$ cat config.mk
export PLATFORM = sky130hd
export DESIGN_NAME = door_timer_ctrl
export DESIGN_NICKNAME = d
export VERILOG_FILES = /design/src/rtl/door_timer_ctrl.sv
export SDC_FILE = /design/constraint.sdc
export NUM_CORES = 1
export LEC_CHECK = 0
export CAP_MARGIN = 25
export CORE_UTILIZATION = 49
export DETAILED_ROUTE_END_ITERATION = 10
export PLACE_DENSITY = 0.79
export SLEW_MARGIN = 15
export SYNTH_ARGS = -nofsm -noshare
export SYNTH_HDL_FRONTEND = slang
export SYNTH_SLANG_ARGS = --single-unit
$ cat constraint.sdc
create_clock -name clk -period 1.95 [get_ports clk]
set_input_delay 0.2925 -clock clk [delete_from_list [all_inputs] [get_ports clk]]
set_output_delay 0.2925 -clock clk [all_outputs]
set_load 0.01 [all_outputs]
$ cat src/rtl/door_timer_ctrl.sv
// ---------------------------------------------------------------------------
// door_timer_ctrl
//
// Purpose:
//   Elevator door sequencer paced by the one-cycle `tick` strobe from the
//   prescaler/delay counter. The door steps through CLOSED -> OPENING -> OPEN
//   -> CLOSING -> CLOSED. Each timed phase lasts a fixed number of ticks.
//   An obstruction or an open request holds the dwell while the door is open.
//   The same events make a closing door reopen fully. A sticky interlock
//   error flags any cycle where the car moves while the door is not closed.
//
// Ports:
//   clk           - system clock, rising edge
//   rst           - synchronous active-high reset, highest priority
//   tick          - one-cycle time-base strobe
//   open_req      - open / hold-open request (level)
//   close_req     - door-close button (level)
//   obstruction   - light curtain blocked
//   car_moving    - car is not stationary
//   door_closed   - door fully closed (CLOSED)
//   door_open     - door fully open (OPEN)
//   motor_open    - drive motor in the open direction (OPENING)
//   motor_close   - drive motor in the close direction (CLOSING)
//   closed_pulse  - one-cycle pulse on CLOSING -> CLOSED
//   interlock_err - sticky, car moved while door not closed; cleared by rst
// ---------------------------------------------------------------------------
module door_timer_ctrl #(
  parameter int OPEN_TICKS  = 2,
  parameter int DWELL_TICKS = 4,
  parameter int CLOSE_TICKS = 2,
  parameter int CNT_W       = 3
) (
  input  logic clk,
  input  logic rst,
  input  logic tick,
  input  logic open_req,
  input  logic close_req,
  input  logic obstruction,
  input  logic car_moving,
  output logic door_closed,
  output logic door_open,
  output logic motor_open,
  output logic motor_close,
  output logic closed_pulse,
  output logic interlock_err
);

  typedef enum logic [1:0] {
    ST_CLOSED  = 2'd0,
    ST_OPENING = 2'd1,
    ST_OPEN    = 2'd2,
    ST_CLOSING = 2'd3
  } state_e;

  // Terminal counts. The tick that lands on one of these values takes the
  // transition on that same edge. As a result, a phase lasts exactly *_TICKS
  // ticks after entry.
  localparam logic [CNT_W-1:0] OPEN_LAST  = CNT_W'(OPEN_TICKS - 1);
  localparam logic [CNT_W-1:0] DWELL_LAST = CNT_W'(DWELL_TICKS - 1);
  localparam logic [CNT_W-1:0] CLOSE_LAST = CNT_W'(CLOSE_TICKS - 1);

  state_e           state_q, state_d;
  logic [CNT_W-1:0] cnt_q, cnt_d;
  logic             door_closed_q, door_closed_d;
  logic             door_open_q, door_open_d;
  logic             motor_open_q, motor_open_d;
  logic             motor_close_q, motor_close_d;
  logic             closed_pulse_q, closed_pulse_d;
  logic             interlock_err_q, interlock_err_d;

  // Next-state and counter logic. Within a state, events are evaluated
  // before the tick. An event on the same cycle as a tick therefore
  // discards that tick.
  always_comb begin
    state_d        = state_q;
    cnt_d          = cnt_q;
    closed_pulse_d = 1'b0;

    case (state_q)
      ST_CLOSED: begin
        // Opening is refused while the car is still moving.
        if (open_req && !car_moving) begin
          state_d = ST_OPENING;
          cnt_d   = '0;
        end
      end

      ST_OPENING: begin
        // The door always finishes opening. Requests and obstruction do not
        // hold back the tick count.
        if (tick) begin
          if (cnt_q == OPEN_LAST) begin
            state_d = ST_OPEN;
            cnt_d   = '0;
          end else begin
            cnt_d = cnt_q + CNT_W'(1);
          end
        end
      end

      ST_OPEN: begin
        if (obstruction || open_req) begin
          cnt_d = '0;
        end else if (close_req) begin
          state_d = ST_CLOSING;
          cnt_d   = '0;
        end else if (tick) begin
          if (cnt_q == DWELL_LAST) begin
            state_d = ST_CLOSING;
            cnt_d   = '0;
          end else begin
            cnt_d = cnt_q + CNT_W'(1);
          end
        end
      end

      ST_CLOSING: begin
        if (obstruction || open_req) begin
          state_d = ST_OPENING;
          cnt_d   = '0;
        end else if (tick) begin
          if (cnt_q == CLOSE_LAST) begin
            state_d        = ST_CLOSED;
            cnt_d          = '0;
            closed_pulse_d = 1'b1;
          end else begin
            cnt_d = cnt_q + CNT_W'(1);
          end
        end
      end

      default: begin
        state_d = ST_CLOSED;
        cnt_d   = '0;
      end
    endcase

    // Status flops load the decode of the next state. They therefore always
    // match the state register after each edge.
    door_closed_d = (state_d == ST_CLOSED);
    door_open_d   = (state_d == ST_OPEN);
    motor_open_d  = (state_d == ST_OPENING);
    motor_close_d = (state_d == ST_CLOSING);

    // Monitoring only. The error is sticky until reset and never feeds back
    // into sequencing.
    interlock_err_d = interlock_err_q | (car_moving && (state_q != ST_CLOSED));
  end

  // State, counter and registered outputs. Reset lands in CLOSED without
  // raising closed_pulse.
  always_ff @(posedge clk) begin
    if (rst) begin
      state_q         <= ST_CLOSED;
      cnt_q           <= '0;
      door_closed_q   <= 1'b1;
      door_open_q     <= 1'b0;
      motor_open_q    <= 1'b0;
      motor_close_q   <= 1'b0;
      closed_pulse_q  <= 1'b0;
      interlock_err_q <= 1'b0;
    end else begin
      state_q         <= state_d;
      cnt_q           <= cnt_d;
      door_closed_q   <= door_closed_d;
      door_open_q     <= door_open_d;
      motor_open_q    <= motor_open_d;
      motor_close_q   <= motor_close_d;
      closed_pulse_q  <= closed_pulse_d;
      interlock_err_q <= interlock_err_d;
    end
  end

  assign door_closed   = door_closed_q;
  assign door_open     = door_open_q;
  assign motor_open    = motor_open_q;
  assign motor_close   = motor_close_q;
  assign closed_pulse  = closed_pulse_q;
  assign interlock_err = interlock_err_q;

endmodule

==> run_results.csv <==
group,metric,value,unit
worst_setup_path,critPathBufInv,0,
sta,hold_viol_final,0,
power_and_ir_drop,power.switching_fraction,23.4,%
floorplan,design.portCount,13,
worst_setup_path,cp_class,"flop to flop",
cts,clkSlewWorstSetupHoldPaths,70,ps
detailed_routing,vias,551,
hold_path,hold_class,"flop to flop",
synthesis,synth_nets,89,
worst_setup_path,timing.critical_path.slowest_cell_delay,370,ps
sta,fin_hold_ws,457,ps
synthesis,yosysWarnings,0,
power_and_ir_drop,internal_power,344,µW
layout,final_cells,105,
cts,cts_max_path_buffers,2,
global_routing,largest_net_degree_at_the_start_of_global_routing,11,
worst_setup_path,critPathTopFamily,"simple AND/OR/NAND/NOR gates",
detailed_routing,dr.first_iter.drc_count,6,
worst_setup_path,setup.worst_path.start_class,"flop",
cts,worstSkewPairLatency,260,ps
detailed_routing,first_pass_iters,4,
worst_setup_path,endpoint_of_the_worst_register_to_register_path,"door_open",
sta,fin_tns_setup,0,ps
synthesis,synth.cell_area,683,µm²
detailed_routing,drcViolationCount,0,
sta,timing_max_transition_violations_final,0,
synthesis,syn_avg_cell_area,8.87,µm²
worst_setup_path,largest_fanout_on_the_critical_path,7,
cts,clock_sinks,11,
worst_setup_path,r2r_start,"cnt_q[0]",
worst_setup_path,ff2ff_path_depth,6,
cts,ctsRootBufferMaster,"sky130_fd_sc_hd__clkbuf_4",
layout,antenna-diode-count,0,
worst_setup_path,worst_setup_path_endpoint,"door_open",
sta,clock.fmax,0.600,GHz
synthesis,synth-seq-area-share,32.2,%
run_status,outcome,"finished clean",
power_and_ir_drop,total_switching_power,105,µW
sta,postLayoutSetupSlackWorst,283,ps
synthesis,post_synth_edffs,0,
global_routing,grt_overflow_total,0,
floorplan,design.core.area,1300,µm²
worst_setup_path,worst_setup_path_startpoint,"cnt_q[0]",
detailed_routing,detail-route-antenna-nets,0,
power_and_ir_drop,comb_power_share,14.6,%
layout,num-fill-cells,115,
synthesis,synth-async-reset-ratio,0,%
cts,cts_hold_buffers,0,
cts,post-cts-setup-buffer-count,0,
layout,final_net_count,103,
layout,syn_to_final_growth,20.7,%
global_routing,via_count_of_the_first_global_routing_pass,510,
detailed_routing,drt-wirelength-per-cell,11.5,µm
worst_setup_path,critical_path_depth_in_cells,6,
global_routing,global_route_wire_length_before_repair,2050,µm
worst_setup_path,path_cells,"ha_1 > ha_1 > a21oi_2 > and4bb_1 > nor3_2 > nor3b_2",
placed_design,place_congestion,0.930,
power_and_ir_drop,seq_power_share,52.6,%
worst_setup_path,cpMaxStageDelayCell,"sky130_fd_sc_hd__dfxtp_1",
flow_run,maxCapViolations,0,
sta,unrepaired_setup_endpoints_after_global_routing,"no",
synthesis,ys_seq_elements,11,
synthesis,synth_top_flop_cell,"sky130_fd_sc_hd__dfxtp_1",
worst_setup_path,worst-r2r-setup-slack,280,ps
power_and_ir_drop,cellLeakagePower,0.320,nW
layout,drive_above_1_share,14.4,%
placed_design,placed_cells_incl_taps,101,
worst_setup_path,cp_data_arrival_time,1860,ps
power_and_ir_drop,ir_drop,0.000433,V
floorplan,design.die.area,1550,µm²
placed_design,dp_slack,146,ps
sta,clock-skew-final,5.16,ps
floorplan,die_w,39.3,µm
worst_setup_path,critical_path_required,2140,ps
cts,h-tree-depth,1,
placed_design,port-buffer-count,12,
synthesis,synth.lib_cells_used.distinct,32,
cts,cts_inserted_buffers,3,
power_and_ir_drop,power_dens_cells,545,nW/µm²
worst_setup_path,critical-path-top-cell-by-count,"sky130_fd_sc_hd__ha_1",
global_routing,grt_usage,19.5,%
detailed_routing,postRouteWirelength,1200,µm
detailed_routing,mean_number_of_vias_per_cell,5.25,
worst_setup_path,critPathCaptureType,"flop",
sta,worst_slew_margin_rel,75.6,%
cts,post_cts.resized_instances,0,
sta,min_period,1670,ps
layout,multi_input_comb_area,398,µm²
floorplan,fp.dieH,39.3,µm
sta,report.final.setup_viol,0,
global_routing,grt_antenna_before_repair,0,
layout,layout.area.seq,220,µm²
floorplan,initial_util,52.5,%
placed_design,place_hpwl,962,µm
floorplan,rows,13,
cts,cts_tree,"done",
power_and_ir_drop,power.share.clock,32.8,%
sta,worst_pin_slew,362,ps
sta,fin_crit_share,85.5,%
synthesis,post_synthesis_cells,77,
-- per-stage QoR --
| step | area (µm²) | util, % | total power, mW |
|---|---|---|---|
| 5_1_grt | 825 | 63.4 | 0.475 |
| 3_5_place_dp | 798 | 61.3 | 0.307 |
| 6_report | 825 | 63.4 | 0.449 |
| 2_1_floorplan | 683 | - | 0.284 |
| 3_3_place_gp | 798 | 61.3 | 0.306 |
| 4_1_cts | 825 | 63.4 | 0.456 |
-- flip-flops by register name, summed over array words and instances (netlist names) --
| name | count |
|---|---|
| interlock_err | 1 |
| state_q | 2 |
| closed_pulse | 1 |
| motor_close | 1 |
| door_closed | 1 |
| motor_open | 1 |
| cnt_q | 3 |
| door_open | 1 |
-- worst min-delay path by stage --
stage                  startpoint  slack (ps)            end  depth (start not counted)
floorplan              car_moving         450  interlock_err                          2
global placement    interlock_err         440  interlock_err                          2
detailed placement  interlock_err         450  interlock_err                          2
CTS                 interlock_err         460  interlock_err                          2
global route        interlock_err         490  interlock_err                          2
finish              interlock_err         460  interlock_err                          2
-- power by group through the flow --
stage          logic (mW)  clock network [mW]  registers (mW)
6_report           0.0656               0.148           0.236
5_1_grt            0.0722               0.166           0.237
4_1_cts            0.0656               0.154           0.236
3_5_place_dp       0.0653                   0           0.241
3_3_place_gp       0.0646                   0           0.241
2_1_floorplan      0.0428                   0           0.241
-- cell usage in the layout (no fill, tap or decap), drive strengths merged, types with 3 or more instances in the layout --
cell type,count
nor3,3
o21ai,6
clkbuf,4
a21oi,4
o2bb2ai,4
clkdlybuf4s50,12
nor2,7
inv,9
dfxtp,11
nand2,4
ha,5
-- cell usage after synthesis (2+ instances only) --
cell | instances | area share (%)
sky130_fd_sc_hd__dfxtp_1 | 11 | 32
sky130_fd_sc_hd__o2bb2ai_1 | 4 | 5.1
sky130_fd_sc_hd__nor3_1 | 2 | 1.5
sky130_fd_sc_hd__nor2_1 | 6 | 3.3
sky130_fd_sc_hd__nor2b_1 | 2 | 1.8
sky130_fd_sc_hd__o22a_1 | 2 | 2.6
sky130_fd_sc_hd__ha_1 | 5 | 9.2
sky130_fd_sc_hd__nand2b_1 | 2 | 1.8
sky130_fd_sc_hd__buf_6 | 2 | 3.3
sky130_fd_sc_hd__o21ai_0 | 6 | 4.4
sky130_fd_sc_hd__inv_1 | 9 | 4.9
sky130_fd_sc_hd__nand2_1 | 4 | 2.2
sky130_fd_sc_hd__a21oi_1 | 3 | 2.2
-- routing by layer --
layer / share of wire (%) / vias up / wire, µm / GRT usage [%]
met5: 0 / - / 0 / 0
met4: 0 / 0 / 0 / 5.17
met3: 5.9 / 0 / 71 / 8.52
met2: 43 / 11 / 520 / 30.8
met1: 51 / 251 / 612 / 23.9
li1: - / 289 / - / -
-- area by class of cell --
| class | count | share of cell area [%] |
|---|---|---|
| multi-input cells | 53 | 48.3 |
| clock buffers | 4 | 3.19 |
| inverters | 9 | 4.10 |
| repair buffers | 13 | 15.5 |
| flip-flops and latches | 11 | 26.7 |
| well taps | 15 | 2.28 |
-- worst reg2reg max path, delay by kind of cell, from the launching register on --
kind | cells | cell delay [ps]
fa+ha+maj | 2 | 470
flops | 1 | 370
simple gates | 3 | 630
compound gates | 1 | 130
-- logic make-up after synthesis --
family                     after synthesis  synth area share, %
AOI/OAI and AO/OA                       20                 21.1
adders and majority gates                5                 9.16
buffers and inverters                   13                 9.52
DFF                                     11                 32.2
muxes                                    2                 3.11
and+or+nand+nor                         26                 24.9
No activity file was read; power rests on OpenSTA's default activity.
